[config.mk]
export PLATFORM = sky130hd
export DESIGN_NAME = param_serializer
export DESIGN_NICKNAME = d
export VERILOG_FILES = /design/src/rtl/param_serializer.sv
export SDC_FILE = /design/constraint.sdc
export NUM_CORES = 1
export LEC_CHECK = 0
export BUFFER_PORTS_ARGS = -buffer_cell sky130_fd_sc_hd__buf_2
export CAP_MARGIN = 40
export CORE_ASPECT_RATIO = 1.25
export CORE_MARGIN = 5
export CORE_UTILIZATION = 45
export DETAILED_ROUTE_END_ITERATION = 8
export GPL_TIMING_DRIVEN = 0
export PLACE_DENSITY = 0.61
export SYNTH_ARGS = -nofsm -noshare
export SYNTH_HDL_FRONTEND = slang
export SYNTH_SLANG_ARGS = --single-unit
export TNS_END_PERCENT = 50
[constraint.sdc]
create_clock -name CLK -period 4 [get_ports CLK]
set_clock_uncertainty 0.1 [all_clocks]
set_input_delay 0.2 -clock CLK [delete_from_list [all_inputs] [get_ports CLK]]
set_output_delay 0.2 -clock CLK [all_outputs]
set_load 0.01 [all_outputs]
[src/rtl/param_serializer.sv]
// Parallel-to-serial shifter for the UART TX path with a one-entry holding buffer,
// configurable width, bit order and optional parity bit.
module param_serializer #(
    parameter int DATA_WIDTH = 8,
    parameter int MSB_FIRST  = 0,
    parameter int PAR_EN     = 0,
    parameter int PAR_ODD    = 0
) (
    input  logic                  CLK,
    input  logic                  RST,
    input  logic [DATA_WIDTH-1:0] in_data,
    input  logic                  in_valid,
    output logic                  in_ready,
    input  logic                  ser_en,
    output logic                  ser_data,
    output logic                  ser_busy,
    output logic                  ser_done
);

    localparam int CW = $clog2(DATA_WIDTH + 1);
    localparam logic [CW-1:0] LAST_IDX = CW'(DATA_WIDTH - 1);

    typedef enum logic [1:0] {
        IDLE,
        SHIFT,
        PARITY,
        DONE
    } state_t;

    state_t                state_q, state_d;
    logic [DATA_WIDTH-1:0] hold_data_q, hold_data_d;
    logic                  hold_full_q, hold_full_d;
    logic [DATA_WIDTH-1:0] shift_q, shift_d;
    logic [CW-1:0]         cnt_q, cnt_d;
    logic                  par_q, par_d;
    logic                  ser_data_q, ser_data_d;

    always_ff @(posedge CLK or negedge RST) begin
        if (!RST) begin
            state_q     <= IDLE;
            hold_data_q <= '0;
            hold_full_q <= 1'b0;
            shift_q     <= '0;
            cnt_q       <= '0;
            par_q       <= 1'b0;
            ser_data_q  <= 1'b0;
        end else begin
            state_q     <= state_d;
            hold_data_q <= hold_data_d;
            hold_full_q <= hold_full_d;
            shift_q     <= shift_d;
            cnt_q       <= cnt_d;
            par_q       <= par_d;
            ser_data_q  <= ser_data_d;
        end
    end

    always_comb begin
        state_d     = state_q;
        hold_data_d = hold_data_q;
        hold_full_d = hold_full_q;
        shift_d     = shift_q;
        cnt_d       = cnt_q;
        par_d       = par_q;
        ser_data_d  = ser_data_q;

        // Intake only fills an empty buffer, so it can never collide with the IDLE drain below.
        if (in_valid && !hold_full_q) begin
            hold_data_d = in_data;
            hold_full_d = 1'b1;
        end

        case (state_q)
            IDLE: begin
                if (hold_full_q) begin
                    shift_d     = hold_data_q;
                    par_d       = (^hold_data_q) ^ (PAR_ODD != 0);
                    cnt_d       = '0;
                    hold_full_d = 1'b0;
                    state_d     = SHIFT;
                end
            end
            SHIFT: begin
                if (ser_en) begin
                    if (MSB_FIRST != 0) begin
                        ser_data_d = shift_q[DATA_WIDTH-1];
                        shift_d    = {shift_q[DATA_WIDTH-2:0], 1'b0};
                    end else begin
                        ser_data_d = shift_q[0];
                        shift_d    = {1'b0, shift_q[DATA_WIDTH-1:1]};
                    end
                    cnt_d = cnt_q + CW'(1);
                    if (cnt_q == LAST_IDX) begin
                        state_d = (PAR_EN != 0) ? PARITY : DONE;
                    end
                end
            end
            PARITY: begin
                if (ser_en) begin
                    ser_data_d = par_q;
                    state_d    = DONE;
                end
            end
            DONE: begin
                state_d = IDLE;
            end
            default: begin
                state_d = IDLE;
            end
        endcase
    end

    assign in_ready = !hold_full_q;
    assign ser_data = ser_data_q;
    assign ser_busy = (state_q != IDLE);
    assign ser_done = (state_q == DONE);

endmodule

# After elaboration in Yosys (flattened, before gate mapping)
# Cells that the tools add are included.
# W data, S select, Z words.
[op_classes] muxes=17 eq_ne=8 n_addsub=1 n_reduce_logical=11
[ops] operator="$mux W8" count=2
[ops] operator="$pmux W8 S2" count=1
[ops] operator="$mux W2" count=4
[ops] operator="$mux W4" count=2
[ops] operator="$ne A2 B2 Y1 const B" count=4
[ops] operator="$pmux W2 S4" count=1
[ops] operator="$pmux W4 S2" count=1
[ops] operator="$reduce_xor A8 Y1" count=1
[ops] operator="$reduce_and A3 Y1" count=2
[ops] operator="$reduce_bool A2 Y1" count=3
[ops] operator="$mux W1" count=5
[ops] operator="$add A4 B1 Y4 const B" count=1
[ops] operator="$eq A2 B2 Y1 const B" count=2
[ops] operator="$eq A4 B3 Y1 const B" count=1
[ops] operator="$reduce_and A4 Y1" count=1
[ops] operator="$eq A2 B1 Y1 const B" count=1
[ops] operator="$logic_not A2 Y1" count=1
[ops] operator="$pmux W1 S2" count=1
[ops] operator="$reduce_and A2 Y1" count=1
[ops] operator="$logic_and A1 B1 Y1" count=1
[ops] operator="$logic_not A1 Y1" count=1
[totals] register_bits=25 in_bits=12 out_inout_bits=4 word_cells=44

# Logic depth before layout (Yosys ltp)
[logic_depth] ltp_word=5 depth_mapped=7 depth_no_buf=6

# Worst setup path after synthesis
# Ideal clock, no wire load.
[synth_path] path_type="register -> register" start="reg state_q[1]" end="reg shift_q[4]" period_less_slack_ps=1655 path_buffers=1 stages_incl_launch_ff=8 arrival_time_ps=1432 setup_ps=123 setup_slack_ps=2345 cell_sequence="dfrtp_1 > inv_1 > ha_1 > mux2i_1 > nor2_4 > buf_6 > nor2_1 > a21oi_1"
[synth_between] elab_chain_len=3
[synth_lines] item="start, declared" line_no="30" source="state_t state_q, state_d;"
[synth_lines] item="start signal, assigned" line_no="48" source="state_q <= state_d;"
[synth_lines] item="$eq A2 B1 Y1 / $logic_not A2 Y1 (equally long branches)" line_no="73" source="case (state_q)"
[synth_lines] item="$ne A2 B2 Y1 (no source line) / $reduce_bool A2 Y1 (equally long branches)"
[synth_lines] item="$reduce_and A3 Y1 (no source line)"
[synth_lines] item="end signal, assigned" line_no="51" source="shift_q <= shift_d;"
[synth_lines] item="end, declared" line_no="33" source="logic [DATA_WIDTH-1:0] shift_q, shift_d;"
# Several ways; a longest one is shown, not always the timed one.
# A chain may end at the register's enable or synchronous reset.

# Final worst setup path
# Same ends and word-level chain as after synthesis.

==> results.sh <==
export IMPL_status="completed"
export IMPL_rsz0062_at_grt="false"
export IMPL_overflow=0
export IMPL_irDropWorstVdd_mv=0.401
export IMPL_insertion_delay_ps=330
export IMPL_die_area_um2=4180
export IMPL_cts_sinks=25
export IMPL_final_nets=171
export IMPL_seq_area_um2=626
export IMPL_synth_edf_count=0
export IMPL_cp_start_kind="register"
export IMPL_min_path_cells=2
export IMPL_r2r_end="shift_q[4]"
export IMPL_synthCells=125
export IMPL_multiInputGateArea_um2=657
export IMPL_met1Wirelength_um=1080
export IMPL_grt_start_max_net_pins=26
export IMPL_htreeDepth=1
export IMPL_drt_iter0_markers=14
export IMPL_path_cells="inv_1, ha_1, mux2i_1, nor2_4, buf_6, nor2_1, a21oi_1"
export IMPL_period_share=0.462
export IMPL_num_vias=945
export IMPL_met3_length_um=92
export IMPL_hp_class="input port to register"
export IMPL_rows=22
export IMPL_setup_violations=0
export IMPL_buffer_ports_inserted=15
export IMPL_fin_setup_tns_ps=0
export IMPL_firstDrtPassIters=4
export IMPL_antenna_cells=0
export IMPL_routed_via_density=5.03
export IMPL_cp_slowest_stage_delay_ps=470
export IMPL_crit_required_ps=4120
export IMPL_seq_area_frac_synth=0.466
export IMPL_startpoint="state_q[1]"
export IMPL_tritoncts="done"
export IMPL_fillers=280
export IMPL_syn_nets=143
export IMPL_cts_buffers=3
export IMPL_period_needed_ps=1850
export IMPL_max_freq_mhz=541
export IMPL_grt_usage=0.131
export IMPL_cts_buffer_depth=2
export IMPL_wl_um=2420
export IMPL_grt_antenna_before_repair=0
export IMPL_io_pins=16
export IMPL_ctsResizeCount=0
export IMPL_critPathTopFamily="multiplexers"
export IMPL_maxUsedRoutingLayer="met4"
export IMPL_cp_num_cells=7
export IMPL_cp_max_fo=10
export IMPL_slew_headroom=0.620
export IMPL_hold_end="hold_data_q[6]"
export IMPL_met2_wirelength_um=1190
export IMPL_postSynthAreaPerCell_um2=10.7
export IMPL_grt_pass1_vias=952
export IMPL_synth_flop_cell="dfrtp_1"
export IMPL_core_um2=2920
export IMPL_chipHeight_um=71.0
export IMPL_synthDistinctLibCells=32
export IMPL_antenna_left=0
export IMPL_dp_hpwl_um=1760
export IMPL_hp_start="in_data[6]"
export IMPL_grt_pass1_wl_um=4230
export IMPL_pwr_density_cell_nw_per_um2=807
export IMPL_final_common_cell="dfrtp_1"
export IMPL_hold_viol_final=0
export IMPL_slowest_stage="mux2i_1"
export IMPL_routedWlPerCell_um=12.8
export IMPL_p_leak_uw=0.000696
export IMPL_cp_arrival_ps=1970
export IMPL_layout_common_cells="dfrtp_1, buf_2, nor2_1, mux2_2, mux2i_1"
export IMPL_synth_seq_cells=25
export IMPL_max_cap_violations=0
export IMPL_timing_rr_start="state_q[1]"
export IMPL_yosysWarningCount=0
export IMPL_maxSlewViolCount=0
export IMPL_syn_to_final_growth_pct=16.9
export IMPL_syn_area_um2=1340
export IMPL_ff2ff_path_depth=7
export IMPL_holdWs_ps=15.2
export IMPL_crit_buf_inv=2
export IMPL_route_detailed_drc=0
export IMPL_worst_pin_slew_ps=569
export IMPL_path_clk_slew_ps=130
export IMPL_layout_drive_gt1_share=0.237
export IMPL_synth_async_reset_ratio=1.00
export IMPL_worstSetupEndpointType="register"
export IMPL_critical_path_class="register to register"
export IMPL_gp_congestion=0.704
export IMPL_die_x_um=58.8
export IMPL_initial_core_util=0.460
export IMPL_ff2ff_setup_slack_ps=2150
export IMPL_cts_root_buf="clkbuf_4"
## metal layers
layer,up-vias,GRT usage
met5,-,0
met4,0,0.0680
met3,5,0.0182
met2,15,0.216
met1,441,0.164
li1,484,-
## through the flow
step                      setup slack [ps]  power [uW]  utilization  cells  instance area [um2]
final                                 2150        1270        0.537    188                 1570
after floorplan                       2350        1010            -    125                 1340
after detailed placement              2140        1160        0.501    176                 1460
after global placement                2170        1140        0.501    176                 1460
after global routing                  1980        1390        0.537    188                 1570
after CTS                             2120        1290        0.537    188                 1570
## how the worst max path moves through the flow
stage,slack [ps],end
floorplan,2350,shift_q[4]
global placement,2170,shift_q[5]
detailed placement,2140,shift_q[5]
CTS,2120,shift_q[5]
global route,1980,shift_q[6]
finish,2150,shift_q[4]
## Yosys cell counts (2+ instances only)
cell type  count  area share
a21oi_1        8       0.030
a31oi_1        2      0.0093
buf_2          2      0.0075
buf_4          2       0.011
dfrtp_1       25        0.47
ha_1           6       0.056
inv_1          5       0.014
mux2_2         9       0.076
mux2i_1        9       0.067
nand2_1        5       0.014
nand2b_1       2      0.0093
nand3_1        4       0.015
nor2_1        11       0.031
nor2b_1        4       0.019
o21ai_0        7       0.026
xnor2_1        8       0.052
## final cells by class
class                      instances  area share
sequential                        25       0.399
timing repair buffer              23      0.0990
tap                               36      0.0287
clock buffer                       4      0.0168
inverter                           5      0.0120
buffer                             6      0.0255
multi-input combinational         89       0.419
## timing repair
action	in CTS	in global routing
hold buffers	8	0
buffers inserted	0	0
endpoints found under the hold margin	32	0
setup endpoints to repair	0	0
## state kept, by name, summed over array words and instances (netlist names)
name	count
par_q	1
hold_full_q	1
ser_data	1
cnt_q	4
hold_data_q	8
state_q	2
shift_q	8
## power breakdown
part | internal [uW] | switching [uW]
clock network | 39.1 | 77.5
registers | 378 | 97.6
logic | 345 | 328
total | 762 | 503
## worst reg2reg max path, delay by kind of cell, from the launching register on
family,cells,cell delay (ps)
adder cells (fa/ha/maj),1,260
multiplexers,1,470
AO/OA/AOI/OAI,1,50
buffers and inverters,2,260
flip-flops,1,450
AND/OR/NAND/NOR,2,170
## cells by family after synthesis
group,count (synthesis),synth area share
flops,25,0.466
xor+xnor,8,0.0522
simple gates,32,0.128
buf+inv,11,0.0438
mux,18,0.143
compound gates,25,0.111
fa+ha+maj,6,0.0560
(Power assumes the default switching activity.)
